**config.mk**
```make
export PLATFORM = sky130hd
export DESIGN_NAME = video_chunk_request_scheduler
export DESIGN_NICKNAME = d
export VERILOG_FILES = /design/src/rtl/video_chunk_request_scheduler.sv
export SDC_FILE = /design/constraint.sdc
export NUM_CORES = 1
export LEC_CHECK = 0
export ABC_AREA = 1
export BUFFER_PORTS_ARGS = -buffer_cell sky130_fd_sc_hd__buf_2
export CAP_MARGIN = 10
export CORE_MARGIN = 2
export CORE_UTILIZATION = 50
export CTS_BUF_LIST = sky130_fd_sc_hd__clkbuf_4
export DETAILED_ROUTE_END_ITERATION = 8
export PLACE_DENSITY = 0.72
export REMOVE_ABC_BUFFERS = 1
export SYNTH_ARGS = -nofsm -noshare
export SYNTH_HDL_FRONTEND = slang
export SYNTH_SLANG_ARGS = --single-unit
export TNS_END_PERCENT = 5
```
**constraint.sdc**
```tcl
create_clock -name scalerClock -period 5.5 [get_ports scalerClock]
set_clock_uncertainty 0.15 [all_clocks]
set_input_delay 1.65 -clock scalerClock [delete_from_list [all_inputs] [get_ports scalerClock]]
set_output_delay 1.65 -clock scalerClock [all_outputs]
set_load 0.1 [all_outputs]
```
**src/rtl/video_chunk_request_scheduler.sv**
```systemverilog
// video_chunk_request_scheduler
//   Walks the active raster of one frame in {line, chunk} order and pushes one
//   request per chunk into the request FIFO of the video generator. The number
//   of chunks in flight is bounded by a credit counter sized to the response
//   FIFO. Credits come back as the scaler pops pixels, one per CHUNK_SIZE pixels.
//
// Ports
//   scalerClock            sole clock, posedge
//   resetN                 asynchronous active-low reset
//   frameStart             pulse; starts a frame when idle
//   lastChunk / lastLine   chunks per line - 1 / lines per frame - 1, latched on start
//   requestFifoWriteEnable push {line, chunk} this cycle
//   requestFifoFull        request FIFO cannot accept a push
//   requestFifoWriteData   {line, chunk} of the next request
//   pixelConsumed          one pixel popped from the response FIFO
//   busy                   a frame is in progress
//   frameDone              pulse: all requests issued and all credits home
//   frameOverrun           pulse: frameStart arrived while busy
//   creditError            sticky: credit returned while credits were full
module video_chunk_request_scheduler #(
    parameter int  CHUNK_BITS      = 5,
    parameter int  MAX_OUTSTANDING = 4,
    localparam int HACTIVE_BITS    = 11,
    localparam int VACTIVE_BITS    = 11,
    localparam int CHUNKNUM_BITS   = HACTIVE_BITS - CHUNK_BITS,
    localparam int REQUEST_BITS    = VACTIVE_BITS + CHUNKNUM_BITS
) (
    input  logic                     scalerClock,
    input  logic                     resetN,
    input  logic                     frameStart,
    input  logic [CHUNKNUM_BITS-1:0] lastChunk,
    input  logic [VACTIVE_BITS-1:0]  lastLine,
    output logic                     requestFifoWriteEnable,
    input  logic                     requestFifoFull,
    output logic [REQUEST_BITS-1:0]  requestFifoWriteData,
    input  logic                     pixelConsumed,
    output logic                     busy,
    output logic                     frameDone,
    output logic                     frameOverrun,
    output logic                     creditError
);

    localparam int CREDIT_BITS = 4;
    localparam logic [CREDIT_BITS-1:0] CREDIT_MAX = CREDIT_BITS'(MAX_OUTSTANDING);

    typedef enum logic [1:0] {
        IDLE  = 2'd0,
        RUN   = 2'd1,
        DRAIN = 2'd2
    } state_t;

    state_t                   state;
    state_t                   next_state;
    logic [VACTIVE_BITS-1:0]  line_cnt;
    logic [VACTIVE_BITS-1:0]  last_line_q;
    logic [CHUNKNUM_BITS-1:0] chunk_cnt;
    logic [CHUNKNUM_BITS-1:0] last_chunk_q;
    logic [CREDIT_BITS-1:0]   credits;
    logic [CHUNK_BITS-1:0]    pixel_count;
    logic                     issue;
    logic                     chunk_return;
    logic                     frame_done_next;
    logic                     start;

    // Issue and return in the same cycle cancel; a lone return saturates at
    // the full credit count.
    function automatic logic [CREDIT_BITS-1:0] update_credits(
        input logic [CREDIT_BITS-1:0] cur,
        input logic                   take,
        input logic                   give
    );
        logic [CREDIT_BITS-1:0] nxt;
        nxt = cur;
        if (take && !give) begin
            nxt = cur - CREDIT_BITS'(1);
        end else if (give && !take && (cur != CREDIT_MAX)) begin
            nxt = cur + CREDIT_BITS'(1);
        end
        return nxt;
    endfunction

    assign start        = frameStart && (state == IDLE);
    assign chunk_return = pixelConsumed && (pixel_count == {CHUNK_BITS{1'b1}});

    always_comb begin
        next_state      = state;
        issue           = 1'b0;
        frame_done_next = 1'b0;
        case (state)
            IDLE: begin
                if (frameStart) begin
                    next_state = RUN;
                end
            end
            RUN: begin
                issue = (credits != '0) && !requestFifoFull;
                if (issue && (chunk_cnt == last_chunk_q) && (line_cnt == last_line_q)) begin
                    next_state = DRAIN;
                end
            end
            DRAIN: begin
                if (credits == CREDIT_MAX) begin
                    next_state      = IDLE;
                    frame_done_next = 1'b1;
                end
            end
            default: begin
                next_state = IDLE;
            end
        endcase
    end

    assign requestFifoWriteEnable = issue;
    assign requestFifoWriteData   = {line_cnt, chunk_cnt};
    assign busy                   = (state != IDLE);

    always_ff @(posedge scalerClock or negedge resetN) begin
        if (!resetN) begin
            state <= IDLE;
        end else begin
            state <= next_state;
        end
    end

    // Raster position, latched frame geometry and status pulses
    always_ff @(posedge scalerClock or negedge resetN) begin
        if (!resetN) begin
            line_cnt     <= '0;
            chunk_cnt    <= '0;
            last_line_q  <= '0;
            last_chunk_q <= '0;
            frameDone    <= 1'b0;
            frameOverrun <= 1'b0;
        end else begin
            if (start) begin
                last_line_q  <= lastLine;
                last_chunk_q <= lastChunk;
                line_cnt     <= '0;
                chunk_cnt    <= '0;
            end else if (issue) begin
                if (chunk_cnt == last_chunk_q) begin
                    chunk_cnt <= '0;
                    line_cnt  <= line_cnt + VACTIVE_BITS'(1);
                end else begin
                    chunk_cnt <= chunk_cnt + CHUNKNUM_BITS'(1);
                end
            end
            frameDone    <= frame_done_next;
            frameOverrun <= frameStart && (state != IDLE);
        end
    end

    // Credit accounting; persists across frames
    always_ff @(posedge scalerClock or negedge resetN) begin
        if (!resetN) begin
            credits     <= CREDIT_MAX;
            pixel_count <= '0;
            creditError <= 1'b0;
        end else begin
            if (pixelConsumed) begin
                pixel_count <= pixel_count + CHUNK_BITS'(1);
            end
            credits <= update_credits(credits, issue, chunk_return);
            if (chunk_return && !issue && (credits == CREDIT_MAX)) begin
                creditError <= 1'b1;
            end
        end
    end

endmodule
```
# Word level (Yosys, flattened, before mapping)
# Cells that the tools add are included.
[totals]
register_bits = 48
elab_cells = 61
out_inout_bits = 22
[classes]
n_reduce_logical = 21
add_sub_neg = 5
mux = 15
n_eq_ne = 10
[op_table]
columns = ["cell", "count"]
rows = [
  ["$mux W11", 3],
  ["$mux W6", 3],
  ["$add A11 B1 Y11 const B", 1],
  ["$eq A11 B11 Y1", 1],
  ["$logic_and A1 B1 Y1", 10],
  ["$mux W4", 2],
  ["$reduce_bool A2 Y1", 4],
  ["$add A6 B1 Y6 const B", 1],
  ["$eq A6 B6 Y1", 1],
  ["$mux W2", 3],
  ["$ne A2 B2 Y1 const B", 3],
  ["$pmux W2 S3", 1],
  ["$add A5 B1 Y5 const B", 1],
  ["$eq A5 B5 Y1 const B", 1],
  ["$add A4 B1 Y4 const B", 1],
  ["$eq A4 B3 Y1 const B", 1],
  ["$ne A4 B3 Y1 const B", 1],
  ["$reduce_bool A4 Y1", 1],
  ["$sub A4 B1 Y4 const B", 1],
  ["$logic_not A1 Y1", 3],
  ["$mux W1", 3],
  ["$reduce_and A3 Y1", 1],
  ["$eq A2 B1 Y1 const B", 1],
  ["$eq A2 B2 Y1 const B", 1],
  ["2 further kinds", 2],
]

# Depth between registers and ports, before layout
# Gate-level depths: netlist of the first run.
[depth]
depth_word = 8
ltp_mapped = 14

# Worst setup path after synthesis of the first run
# No wires, ideal clock.
[synth_path]
kind = "input-to-output"
startpoint = "input port requestFifoFull"
endpoint = "output port requestFifoWriteEnable"
required_time_ns = 3.700
arrival_ns = 2.514
path_buffers = 0
stages = 3
path_slack_ns = 1.186
path_cell_list = "inv_1 nand3_4 inv_1"
[synth_via]
elab_chain_cells = 3
[synth_rtl]
columns = ["element", "line_no", "rtl"]
rows = [
  ["start: declaration", "34", "input logic requestFifoFull,"],
  ["$logic_not A1 Y1", "96", "issue = (credits != '0) && !requestFifoFull;"],
  ["$logic_and A1 B1 Y1", "96", ""],
  ["$mux W1", "89", "case (state)"],
  ["end: declaration", "33", "output logic requestFifoWriteEnable,"],
]
# No other way between the ends.

# Worst setup path after layout of the first run
# Ends and elaborated chain as after synthesis.

==> results of run 1 <==
[metal layers]
| metal | wire (µm) | up-vias |
|---|---|---|
| met5 | 0 | - |
| met4 | 63 | 0 |
| met2 | 2380 | 43 |
| met1 | 2360 | 950 |
| li1 | - | 1063 |
| met3 | 193 | 6 |
[registers in the layout, indices dropped and copies added (netlist names), 2 cells and up]
signal,cells
state,2
line_cnt,11
credits,4
chunk_cnt,6
last_line_q,11
last_chunk_q,6
pixel_count,5
[through the flow]
step / cell area (µm²) / worst slack [ns] / util (%) / hold slack [ns] / std cells
2_1_floorplan: 2570 / 1.19 / - / 0.288 / 307
3_3_place_gp: 2880 / 1.16 / 56.7 / 0.308 / 420
3_5_place_dp: 2880 / 1.14 / 56.7 / 0.314 / 420
4_1_cts: 2960 / 1.14 / 58.2 / 0.332 / 428
5_1_grt: 2960 / 1.09 / 58.2 / 0.372 / 428
6_report: 2960 / 1.15 / 58.2 / 0.331 / 428
[critical path: cells and delay by family]
| kind | cells | cell delay (ns) |
|---|---|---|
| simple gates | 1 | 0.14 |
| buf+inv | 4 | 0.77 |
[placed cells by master, fill, tap and decap left out, drive strengths merged, types with 5 or more instances in the layout]
cell / synthesis / routed
dfrtp: 47 / 47
o21ai: 12 / 12
nand2: 118 / 118
nor2: 27 / 27
xnor2: 10 / 10
xor2: 21 / 21
nand3: 13 / 13
clkbuf: 2 / 5
inv: 29 / 29
buf: 6 / 43
ha: 5 / 5
[worst max path at each step]
stage,start,endpoint,slack [ns],cells past startpoint
after floorplan,requestFifoFull,requestFifoWriteEnable,1.19,3
after global placement,requestFifoFull,requestFifoWriteEnable,1.16,5
after detailed placement,requestFifoFull,requestFifoWriteEnable,1.14,5
after CTS,requestFifoFull,requestFifoWriteEnable,1.14,5
after global routing,requestFifoFull,requestFifoWriteEnable,1.09,5
final,requestFifoFull,requestFifoWriteEnable,1.15,5
[power groups by stage]
stage,sequential (W),combinational [W],clock [W]
2_1_floorplan,0.000997,0.000511,0
3_3_place_gp,0.000664,0.00101,0
3_5_place_dp,0.000673,0.00104,0
4_1_cts,0.000667,0.00104,0.000211
5_1_grt,0.000689,0.00113,0.000227
6_report,0.000668,0.00103,0.000206
[final cells by class]
| type | instances | share of cell area [%] |
|---|---|---|
| Clock buffer | 5 | 1.27 |
| Clock inverter | 3 | 1.44 |
| Inverter | 29 | 3.77 |
| Tap cell | 70 | 2.96 |
| Multi-Input combinational cell | 230 | 42.6 |
| Timing Repair Buffer | 43 | 7.28 |
| Sequential cell | 48 | 40.7 |
[logic make-up after synthesis]
logic type | count (synthesis)
compound gates | 19
simple gates | 173
buf+inv | 37
fa+ha+maj | 5
xor+xnor | 31
flops | 48
mux | 2
==> impl_metrics.ini, run 1 <==
[setup_path]
reg2reg_depth = 13
r2r_slack_ns = 3.26
slowest_delay_ns = 0.43
cp.arrival_ns = 2.55
rr_startpoint = pixel_count[0]$_DFFE_PN0P_
worstSetupStartpointType = primary input
slowest_stage = buf_2
crit_type = in2out
r2r-end = credits[2]$_DFFE_PN1P_
path_cells = buf_2 -> inv_1 -> nand3_4 -> inv_1 -> buf_2
cp.required_ns = 3.70
cp_max_fo = 5
end_kind = output port

[yosys]
synth_cell_types = 38
synth.area.top_cells = dfrtp_1 45%, nand2_1 16%, xor2_1 7.0%
ys_seq_area_share_pct = 45.8
synth_seq_cells = 48
ys_async_sr_fraction_pct = 100
synthXorXnorAreaFrac_pct = 10.3
synthMuxAreaShare_pct = 0.858
yosysWarnings = 0
synth_adder_area_share_pct = 2.38
synth_top_family_by_area = simple AND/OR/NAND/NOR gates
synthCells = 315
syn_avg_cell_area_um2 = 8.33
synth_top_area_cell = dfrtp_1
synth.top_cell.area_share_pct = 44.8
synth_area_mm2 = 0.00262
yosys-top-cells-count = 112 x nand2_1, 47 x dfrtp_1, 23 x inv_1, 23 x nor2_1, 21 x xor2_1
synthMostInstantiatedCell = nand2_1
synth_compound_area_share_pct = 4.34
synth-edff-count = 0
synthFlopType = dfrtp_1
synth-simple-area-share_pct = 30.0

[clocking]
cts_tree = done
htree_num_levels = 2
cts_buffers = 5
cts_setup_buffers = 0
cts_hold_buf = 0
root_buffer = clkbuf_4
clock_sinks = 48
clk_latency_ns = 0.35
postCtsResizedCells = 0
clkTransAtPathRegs_ns = 0.14
clock_path_buffers = 2

[die]
initial_core_util_pct = 51.7
die_height_um = 76.4
io_pins = 44
chipWidth_um = 76.4
core-area_mm2 = 0.00507
die_area_mm2 = 0.00584
row_count = 26

[job]
cap_violations = 0

[worst_hold_path]
min_from = pixel_count[3]$_DFFE_PN0P_
hold_path.class = reg2reg
hold_depth = 1
holdPathEnd = pixel_count[3]$_DFFE_PN0P_

[power_and_ir_drop]
irDropWorstVdd_v = 0.000528
p_total_w = 0.00190
p_leak_nw = 1.59
powerDensity_mw_per_mm2 = 644
p_sw_share_pct = 53.8
p_comb_share_pct = 54.1
power.switching_w = 0.00102
clkPwrFrac_pct = 10.8
seqPwrFrac_pct = 35.1
internal_power_w = 0.000879

[sta]
rsz0062_at_grt = false
period_share_pct = 79.1
hold_viol = 0
tns_ns = 0
worstMarginPinSlew_ns = 1.03
maxSlewViolCount = 0
fmax_ghz = 0.230
setup_viol = 0
slew_headroom_pct = 31.5
period_minus_slack_ns = 4.35

[placement]
gp_congestion = 0.802
numPortBuffers = 43
hpwlAfterDp_um = 3670

[final_layout]
syn_to_final_growth_pct = 12.6
n_antenna_cell = 0
final_net_count = 384
seq_area_mm2 = 0.00120
multi_input_area_mm2 = 0.00126
drive_above_1_share_pct = 21.2
fillers = 493

[grt]
grt_pass1_wl_um = 8690
grtUsageMet2_pct = 29.4
grtUsageTotal_pct = 18.2
grt_pass1_vias = 1931
grt-busiest-layer = met2
grt_antenna_before_repair = 0
grt-ovfl-total = 0
met3_usage_pct = 4.62
grt_max_degree = 49
met1_usage_pct = 24.2

[detailed_routing]
routed_via_density = 4.82
wirelength_um = 4990
dr.pass1.iters = 4
drt_iter0_drc = 74
ant_nets = 0
wl_per_cell_um = 11.7
drc = 0
vias = 2062

[run_status]
status = finished clean
(Power assumes the default switching activity.)
==> run 2, diff against run 1 <==
PLACE_DENSITY = 0.75   (was 0.72)
clock period = 3.5 ns   (was 5.5 ns; I/O delays follow)
==> run 2 against run 1 <==
Effect of this change:
- worst hold slack got worse by 0.0025 ns
- core utilization fell by 0.32 points
- critical path depth did not move
- sequential power rose by 56%
- final cell count increased by 0.23%
- via count fell by 0.82%
- wire length fell by 2.2%
- total power increased by 53%
- clock power grew 26%
- sequential share of layout area up 0.23 points
- clock-buffer cell count is 2 higher
- critical endpoint unchanged
==> impl_metrics.ini, run 2 (synthesis results as in run 1) <==
[run_status]
status = finished clean

[sta]
period_minus_slack_ns = 3.14
setup_viol = 0
worstMarginPinSlew_ns = 0.469
slew_headroom_pct = 68.4
rsz0062_at_grt = false
tns_ns = 0
period_share_pct = 89.8
maxSlewViolCount = 0
hold_viol = 0
final.setup.worst_slack_ns = 0.357
fmax_ghz = 0.318
holdWs_ns = 0.328

[setup_path]
reg2reg_depth = 13
crit_type = in2out
startpoint = requestFifoFull
cp.required_ns = 2.30
rr_startpoint = pixel_count[0]$_DFFE_PN0P_
r2r_slack_ns = 1.27
endpoint = requestFifoWriteEnable
worstSetupStartpointType = primary input
end_kind = output port
cp_max_fo = 5
r2r-end = credits[2]$_DFFE_PN1P_
cp.arrival_ns = 1.94

[die]
row_count = 26
core-area_mm2 = 0.00507
io_pins = 44
die_height_um = 76.4
initial_core_util_pct = 51.7
chipWidth_um = 76.4
die_area_mm2 = 0.00584

[worst_hold_path]
min_from = pixel_count[3]$_DFFE_PN0P_
hold_path.class = reg2reg

[detailed_routing]
routed_via_density = 4.77
wirelength_um = 4880
wl_per_cell_um = 11.4
dr.pass1.iters = 4
ant_nets = 0
route.met3.wl_um = 188
drc = 0
dr.max_layer_used = met4
vias = 2045
drt_iter0_drc = 57
route.met2.wl_um = 2380
drt-met1-wl_um = 2270

[final_layout]
n_antenna_cell = 0
drive_above_1_share_pct = 21.4
mostFrequentLayoutCell = nand2_1
top_regs = last_line_q (11), line_cnt (11)
fillers = 503
syn_to_final_growth_pct = 12.0
utilization_pct = 57.9
layout_common_cells = 112 x nand2_1, 47 x dfrtp_1, 43 x buf_2, 23 x nor2_1, 23 x inv_1
final_net_count = 385

[clocking]
cts_hold_buf = 0
clkTransAtPathRegs_ns = 0.13
htree_num_levels = 2
postCtsResizedCells = 0
cts_buffers = 5
clock_path_buffers = 2
clk_latency_ns = 0.36
cts_tree = done
clock_sinks = 48
root_buffer = clkbuf_4
cts_setup_buffers = 0

[placement]
dpl_worst_slack_ns = 0.355
hpwlAfterDp_um = 3680
numPortBuffers = 43
gp_congestion = 0.788

[grt]
grt_max_degree = 32
grt_pass1_wl_um = 8610
grtUsageTotal_pct = 17.9
grt-ovfl-total = 0
grt_antenna_before_repair = 0
grt_pass1_vias = 2005

[power_and_ir_drop]
powerDensity_mw_per_mm2 = 991
irDropWorstVdd_v = 0.000561
p_leak_nw = 1.58

[job]
cap_violations = 0
## run 2: area by class of cell
type / instances / area [µm²] / share of cell area, %
clock buffer: 7 / 52.6 / 1.79
clock inverter: 1 / 3.75 / 0.128
inverter: 29 / 111 / 3.79
multi-input combinational: 230 / 1260 / 42.8
sequential: 48 / 1200 / 40.9
tap: 70 / 87.6 / 2.98
timing repair buffer: 44 / 223 / 7.58
## run 2: worst max-delay path: stages
cell     delay [ns]
buf_2          0.10
inv_1          0.13
nand3_4        0.14
inv_1          0.09
buf_2          0.43
## run 2: through the flow
step	power [W]	area, µm²	cells
2_1_floorplan	0.00237	2570	307
3_3_place_gp	0.00264	2880	421
3_5_place_dp	0.00268	2880	421
4_1_cts	0.00294	2940	429
5_1_grt	0.00315	2940	429
6_report	0.00291	2940	429
## run 2: metal layers
metal / vias to the layer above / track usage [%]
li1: 1066 / -
met1: 940 / 22.3
met2: 33 / 31.3
met3: 6 / 4.38
met4: 0 / 4.18
met5: - / 0
## run 2: worst min path at each step
stage	end	slack, ns	cells past startpoint
2_1_floorplan	pixel_count[3]$_DFFE_PN0P_	0.29	1
3_5_place_dp	pixel_count[3]$_DFFE_PN0P_	0.31	1
6_report	pixel_count[3]$_DFFE_PN0P_	0.33	1
5_1_grt	pixel_count[3]$_DFFE_PN0P_	0.34	1
4_1_cts	pixel_count[3]$_DFFE_PN0P_	0.33	1
3_3_place_gp	pixel_count[3]$_DFFE_PN0P_	0.31	1
## run 2: report_power, final
part	total (W)	leakage [nW]	switching, W	internal [W]
sequential	0.00104	0.601	0.000249	0.000791
clock	0.000260	0.0338	0.000167	0.0000931
combinational	0.00161	0.946	0.00117	0.000441
